## src/rtl/pciecfg_exec.sv

```systemverilog
// Executes NetTLP PCIe config requests: pops one FIFO_PCIECFG_T entry, runs a single
// cfg_mgmt DW read/write (with timeout) and pushes the response entry to the TX FIFO.
module pciecfg_exec #(
   parameter int unsigned TIMEOUT_CYCLES = 1024
) (
   input  logic        pcie_clk,
   input  logic        pcie_rst_n,
   input  logic        rx_empty,
   input  logic [64:0] rx_dout,
   output logic        rx_rd_en,
   input  logic [31:0] cfg_mgmt_do,
   input  logic        cfg_mgmt_rd_wr_done,
   output logic [31:0] cfg_mgmt_di,
   output logic [3:0]  cfg_mgmt_byte_en,
   output logic [9:0]  cfg_mgmt_dwaddr,
   output logic        cfg_mgmt_rd_en,
   output logic        cfg_mgmt_wr_en,
   output logic        cfg_mgmt_wr_readonly,
   input  logic        tx_full,
   output logic        tx_wr_en,
   output logic [64:0] tx_din,
   output logic        err_timeout,
   output logic [15:0] drop_cnt
);

   localparam int unsigned CNT_W = $clog2(TIMEOUT_CYCLES);
   localparam logic [CNT_W-1:0] CNT_LAST = CNT_W'(TIMEOUT_CYCLES - 1);
   localparam logic [1:0] OPC_RD = 2'b00;
   localparam logic [1:0] OPC_WR = 2'b01;

   typedef enum logic [1:0] {IDLE, ACCESS, RESP} state_t;

   state_t           state;
   logic [15:0]      req_udp;
   logic [1:0]       req_opc;
   logic [3:0]       req_mask;
   logic [9:0]       req_addr;
   logic [31:0]      req_data;
   logic [CNT_W-1:0] cnt;
   logic             req_ok;
   logic             timeout_hit;
   logic [31:0]      result;

   assign cfg_mgmt_wr_readonly = 1'b0;

   // FIFO handshakes decode the registered state so drops can pop every cycle and the
   // push lands on the first non-full cycle; reset gates them so nothing moves in reset.
   assign rx_rd_en    = pcie_rst_n && (state == IDLE) && !rx_empty;
   assign tx_wr_en    = pcie_rst_n && (state == RESP) && !tx_full;
   assign timeout_hit = (state == ACCESS) && (cnt == CNT_LAST) && !cfg_mgmt_rd_wr_done;
   assign err_timeout = pcie_rst_n && timeout_hit;

   assign req_ok = rx_dout[64] && ((rx_dout[47:46] == OPC_RD) || (rx_dout[47:46] == OPC_WR));

   always_comb begin
      result = 32'hFFFF_FFFF;
      if (cfg_mgmt_rd_wr_done)
         result = (req_opc == OPC_RD) ? cfg_mgmt_do : req_data;
   end

   always_ff @(posedge pcie_clk) begin
      if (!pcie_rst_n) begin
         state            <= IDLE;
         cfg_mgmt_rd_en   <= 1'b0;
         cfg_mgmt_wr_en   <= 1'b0;
         cfg_mgmt_di      <= '0;
         cfg_mgmt_byte_en <= '0;
         cfg_mgmt_dwaddr  <= '0;
         tx_din           <= '0;
         drop_cnt         <= '0;
         cnt              <= '0;
         req_udp          <= '0;
         req_opc          <= '0;
         req_mask         <= '0;
         req_addr         <= '0;
         req_data         <= '0;
      end else begin
         case (state)
            IDLE: begin
               if (!rx_empty) begin
                  req_udp  <= rx_dout[63:48];
                  req_opc  <= rx_dout[47:46];
                  req_mask <= rx_dout[45:42];
                  req_addr <= rx_dout[41:32];
                  req_data <= rx_dout[31:0];
                  if (!req_ok) begin
                     if (drop_cnt != 16'hFFFF)
                        drop_cnt <= drop_cnt + 16'd1;
                  end else if ((rx_dout[47:46] == OPC_WR) && (rx_dout[45:42] == 4'h0)) begin
                     tx_din <= {1'b1, rx_dout[63:0]};
                     state  <= RESP;
                  end else begin
                     cnt             <= '0;
                     cfg_mgmt_dwaddr <= rx_dout[41:32];
                     cfg_mgmt_di     <= rx_dout[31:0];
                     if (rx_dout[47:46] == OPC_RD) begin
                        cfg_mgmt_byte_en <= 4'hF;
                        cfg_mgmt_rd_en   <= 1'b1;
                     end else begin
                        cfg_mgmt_byte_en <= rx_dout[45:42];
                        cfg_mgmt_wr_en   <= 1'b1;
                     end
                     state <= ACCESS;
                  end
               end
            end
            ACCESS: begin
               if (cfg_mgmt_rd_wr_done || timeout_hit) begin
                  cfg_mgmt_rd_en <= 1'b0;
                  cfg_mgmt_wr_en <= 1'b0;
                  tx_din         <= {1'b1, req_udp, req_opc, req_mask, req_addr, result};
                  state          <= RESP;
               end else begin
                  cnt <= cnt + 1'b1;
               end
            end
            RESP: begin
               if (!tx_full)
                  state <= IDLE;
            end
            default: state <= IDLE;
         endcase
      end
   end

endmodule

```

## config.mk

```make
export PLATFORM = sky130hd
export DESIGN_NAME = pciecfg_exec
export DESIGN_NICKNAME = d
export VERILOG_FILES = /design/src/rtl/pciecfg_exec.sv
export SDC_FILE = /design/constraint.sdc
export NUM_CORES = 1
export LEC_CHECK = 0
export CAP_MARGIN = 10
export CORE_AREA = 10 10 152 154
export CTS_CLUSTER_SIZE = 12
export DETAILED_ROUTE_END_ITERATION = 6
export DIE_AREA = 0 0 162 164
export PLACE_DENSITY = 0.79
export SLEW_MARGIN = 30
export SYNTH_ARGS = -nofsm -noshare
export SYNTH_HDL_FRONTEND = slang
export SYNTH_SLANG_ARGS = --single-unit
```

## constraint.sdc

```tcl
create_clock -name pcie_clk -period 1.9 [get_ports pcie_clk]
set_input_delay 0.19 -clock pcie_clk [delete_from_list [all_inputs] [get_ports pcie_clk]]
set_output_delay 0.19 -clock pcie_clk [all_outputs]
set_load 0.01 [all_outputs]
```

After elaboration in Yosys (flattened, before gate mapping)
Index checks and enable logic that the tools add are counted.
{"block": "totals", "ff_bits": 205, "latch_bits": 0, "ram_bits": 0, "rom_bits": 0, "output_inout_bits": 133, "memories": 0}
{"block": "op_classes", "add_sub_neg": 2, "n_mul": 0, "div_mod_pow": 0, "magnitude_cmp": 0, "eq_ne": 14, "shift": 0, "n_mux": 30, "n_bitwise": 3, "n_reduce_logical": 27}
{"cell": "two-way mux 65 bit", "count": 4}
{"cell": "case mux 65 bit (2 select lines)", "count": 1}
{"cell": "two-way mux 32 bit", "count": 2}
{"cell": "two-way mux 10 bit", "count": 4}
{"cell": "case mux 10 bit (2 select lines)", "count": 1}
{"cell": "adder 16 x 1 -> 16 bit, second input constant", "count": 1}
{"cell": "inequality test 16 bit, second input constant", "count": 1}
{"cell": "inequality test 2 bit, second input constant", "count": 6}
{"cell": "AND reduction 4 bit", "count": 3}
{"cell": "AND reduction 6 bit", "count": 2}
{"cell": "adder 10 x 1 -> 10 bit, second input constant", "count": 1}
{"cell": "== test 10 bit, second input constant", "count": 1}
{"cell": "two-way mux 2 bit", "count": 5}
{"cell": "AND reduction 5 bit", "count": 2}
{"cell": "logical AND 1 bit", "count": 9}
{"cell": "two-way mux 1 bit", "count": 9}
{"cell": "zero test 2 bit", "count": 3}
{"cell": "inequality test 2 x 1 -> 1 bit, second input constant", "count": 3}
{"cell": "case mux 2 bit (3 select lines)", "count": 1}
{"cell": "== test 2 x 1 -> 1 bit, second input constant", "count": 2}
{"cell": "zero test 4 bit", "count": 1}
{"cell": "two-way mux 4 bit", "count": 1}
{"cell": "case mux 1 bit (2 select lines)", "count": 2}
{"cell": "zero test 1 bit", "count": 3}
{"cell": "5 further kinds", "count": 8}

Logic depth before layout (Yosys ltp)
{"block": "depth", "depth_word": 6, "depth_mapped": 7, "ltp_nobuf": 5}

Least setup slack after synthesis
OpenSTA, ideal clock, no wires.
{"block": "synth_path", "kind": "reg-to-reg", "startpoint": "register cnt[0]", "endpoint": "register tx_din[62]", "setup_ps": 135, "arrival_time_ps": 1748, "required_time_ps": 1765, "slack_ps": 17, "path_stages_with_launch": 8, "path_buffers": 2, "path_cell_list": "dfxtp_1 -> ha_1 -> nand4_1 -> o41a_1 -> buf_2 -> nand2_1 -> buf_2 -> a311oi_1"}
{"block": "synth_via", "elab_chain_len": 6}
{"element": "from (decl)", "line": "39", "rtl": "logic [CNT_W-1:0] cnt;"}
{"element": "from (signal assigned)", "line": "114", "rtl": "cnt <= cnt + 1'b1;"}
{"element": "== test 10 bit", "line": "50", "rtl": "assign timeout_hit = (state == ACCESS) && (cnt == CNT_LAST) && !cfg_mgmt_rd_wr_done;"}
{"element": "logical AND 1 bit (2 in a row)", "line": "50"}
{"element": "logical OR 1 bit", "line": "108", "rtl": "if (cfg_mgmt_rd_wr_done || timeout_hit) begin"}
{"element": "inequality test 2 x 1 -> 1 bit (no source line)"}
{"element": "AND reduction 5 bit (no source line)"}
{"element": "to (signal assigned)", "line": "90", "rtl": "tx_din <= {1'b1, rx_dout[63:0]};"}
{"element": "to (signal assigned)", "line": "111", "rtl": "tx_din <= {1'b1, req_udp, req_opc, req_mask, req_addr, result};"}
{"element": "to (decl)", "line": "21", "rtl": "output logic [64:0] tx_din,"}
No other way between the ends.
A chain may end at the register's enable or synchronous reset.

Worst setup path in the final report
{"block": "layout_path", "startpoint": "register cnt[0]", "endpoint": "register tx_din[50]"}
The elaborated chain is that of the path after synthesis.

==> impl_metrics.ini <==
[run_status]
outcome = finished, violations left
violations = negative setup slack

[grt]
grt_first_pass_wirelength_mm = 46.7
grt_antenna_before_repair = 0
grt_usage_pct = 21.1
grt_overflow = 0
grt_pass1_vias = 8473
grt_max_degree = 163

[clocking]
clkSinkCount = 205
hold_buffers = 0
ctsHtreeMaxLevel = 1
clk_path_buf_depth = 3
cts.clk_slew.worst_paths_ns = 0.06
ctsRootBufferMaster = clkbuf_16
cts_tree = done
numCtsBuffers = 22
clock_latency_ns = 0.50

[logic_synthesis]
synth_area_leader_cell = dfxtp_1
synth_commonest_cells = nand2_1, dfxtp_1, a21oi_1
syn_area_um2 = 8650
synth_most_common_cell = nand2_1
yosysWarnings = 0
yosysUniqueCellTypes = 53
ys.flop_type = dfxtp_1
synth_nets = 1158
avgSynthCellArea_um2 = 8.21
synthTopCellsByArea = dfxtp_1, nand2_1, a21oi_1, mux2_2, a311oi_1
synth-async-reset-ratio_pct = 0
synth.top_cell.area_share_pct = 47.4
synth.ff_latch_count = 205
ys_seq_area_share_pct = 47.4
synth_edf_count = 0
syn-instance-count = 1054

[min_path]
min_from = pcie_rst_n
hold_depth = 3
hold_path_end = tx_din[64]
holdCritPathClass = input pin to flop

[cells_and_area]
area_delta_synth_final_pct = 44.7
fin_cells = 1580
n_fill_cell = 1696
num_antenna_cells = 0
design_area_um2 = 12500
drive_above_1_share_pct = 13.1
nets = 1402

[power_and_ir_drop]
power.density_nw_per_um2 = 802
total_power_mw = 10.0
ir_drop_mv = 0.608
p_leak_nw = 4.45

[placed_design]
dp.cells = 1533
port_buffers = 233
dp_hpwl_mm = 20.0
place_congestion = 0.832
placed_area_um2 = 11600

[floorplan]
die_h_um = 164
rows = 52
io_pins = 235
initial_core_util_pct = 43.2
die_area_um2 = 26600
design.core.area_um2 = 20000
die_x_um = 162

[worst_setup_path]
path_max_fanout = 17
r2r_slack_ns = -0.006
crit_slowest_cell = o41a_1
crit_arrival_ns = 2.25
crit_path_max_incr_delay_ns = 0.50
rr_startpoint = cnt[0]
path_delay_family = compound AO/OA/AOI/OAI gates
r2r_cells = 7
crit_path_end_kind = flop
path_buf_inv = 2
path_class = flop to flop
crit_required_ns = 2.25
critPathLaunchType = flop
crit_chain = ha_2 > nand4_1 > buf_4 > o41a_1 > nand2_2 > buf_12 > a311oi_1
rr_endpoint = tx_din[50]

[route]
antenna_left = 0
avgViaCountPerCell = 5.64
drt_wl_total_mm = 30.6
wire_per_inst_um = 19.4
dr.pass1.iters = 5
num_vias = 8913
drt_iter0_drc = 507
drc_errors = 0

[run]
cap_violations = 0

[sta]
rsz0062_at_grt = yes
fin_crit_ns = 1.91
hold_violations = 0
fmax_ghz = 0.525
setup_viol = 4
skew_ns = 0.00967
setup_ws_ns = -0.00592
worst_slew_pin_slew_ns = 0.808
relSlewSlack_pct = 46.1
maxSlewViolCount = 0
period_share_pct = 100
[final cells by class]
cell class	count	area [µm²]	share of cell area, %
well taps	270	338	2.70
clock buffers	34	667	5.33
flip-flops and latches	205	4110	32.8
clock inverters	2	35.0	0.280
repair buffers	312	3120	24.9
multi-input cells	748	4210	33.6
inverters	9	36.3	0.290
[report_power, final]
part	switching (mW)	total [mW]	internal (mW)
sequential	0.0891	4.55	4.46
clock	1.70	4.23	2.53
combinational	0.642	1.27	0.624
total	2.44	10.0	7.61
[worst register-to-register path: cells and delay by family, from the launching register on]
family,cells,cell delay (ns)
compound gates,2,0.62
buf+inv,2,0.36
flops,1,0.33
simple gates,2,0.28
fa+ha+maj,1,0.17
[metal layers]
metal | routed length (µm) | track usage (%)
met1 | 11900 | 25.0
met2 | 14900 | 35.6
met3 | 3050 | 7.36
met4 | 706 | 5.87
met5 | 0 | 0
[flip-flops by register name (all words and copies together), names as in the netlist, 4 cells and up]
register / cells
req_udp: 16
req_data: 32
req_addr: 10
cfg_mgmt_dwaddr: 10
cfg_mgmt_di: 32
drop_cnt: 16
tx_din: 65
cnt: 10
req_mask: 4
cfg_mgmt_byte_en: 4
[cells by family after synthesis]
group / after synthesis / synth area share (%)
AND/OR/NAND/NOR: 447 / 23.4
AO/OA/AOI/OAI: 261 / 19.4
flip-flops: 205 / 47.4
buffers and inverters: 101 / 4.73
multiplexers: 36 / 4.63
adder cells (fa/ha/maj): 2 / 0.289
other: 1 / 0.0433
XOR/XNOR: 1 / 0.101
[stage by stage]
step	hold WS, ns	setup TNS (ns)	utilization [%]	worst slack [ns]
finish	0.188	-0.00950	62.5	-0.00592
global route	0.202	-2.61	62.5	-0.0753
CTS	0.170	-0.00958	61.7	-0.00958
detailed placement	0.444	-31.98	58.0	-0.289
global placement	0.439	-27.00	58.0	-0.251
floorplan	0.326	0	-	0.0167
[worst max-delay path by stage]
stage,startpoint,end,depth (start not counted),slack [ns]
after floorplan,cnt[0],tx_din[62],7,0.02
after global placement,rx_dout[47],tx_din[40],7,-0.25
after detailed placement,rx_dout[45],tx_din[49],7,-0.29
after CTS,cnt[1],err_timeout,5,-0.01
after global routing,cnt[0],err_timeout,6,-0.08
final,cnt[0],tx_din[50],7,-0.006
[cell usage in the layout (no fill, tap or decap), types with 4 or more instances in the layout]
cell | synthesis | layout
clkbuf_8 | 0 | 5
or3_1 | 6 | 5
nor4_1 | 7 | 7
nand2_1 | 289 | 288
clkdlybuf4s50_1 | 0 | 229
clkbuf_1 | 65 | 6
nand2b_1 | 7 | 7
o21ai_0 | 30 | 25
buf_6 | 0 | 5
inv_1 | 9 | 8
o21ai_1 | 12 | 17
dfxtp_1 | 205 | 201
or4_1 | 7 | 7
o221ai_1 | 32 | 32
nor3_1 | 40 | 39
mux2_2 | 32 | 32
and4_1 | 5 | 5
buf_12 | 0 | 12
a21oi_1 | 125 | 125
clkbuf_16 | 0 | 25
nand3_1 | 11 | 11
o31ai_1 | 10 | 10
buf_4 | 2 | 60
mux2i_1 | 4 | 4
dfxtp_2 | 0 | 4
nand4_1 | 43 | 43
nor2_1 | 14 | 10
a311oi_1 | 32 | 31
[repair_timing]
item | CTS | global route
endpoints found under the hold margin | 0 | 0
buffers inserted | 2 | 4
gates cloned | 1 | 4
setup endpoints to repair | 25 | 39
resized for setup | 17 | 17
pin swaps | 3 | 21
Note: power is estimated with default switching activity, not from simulation.
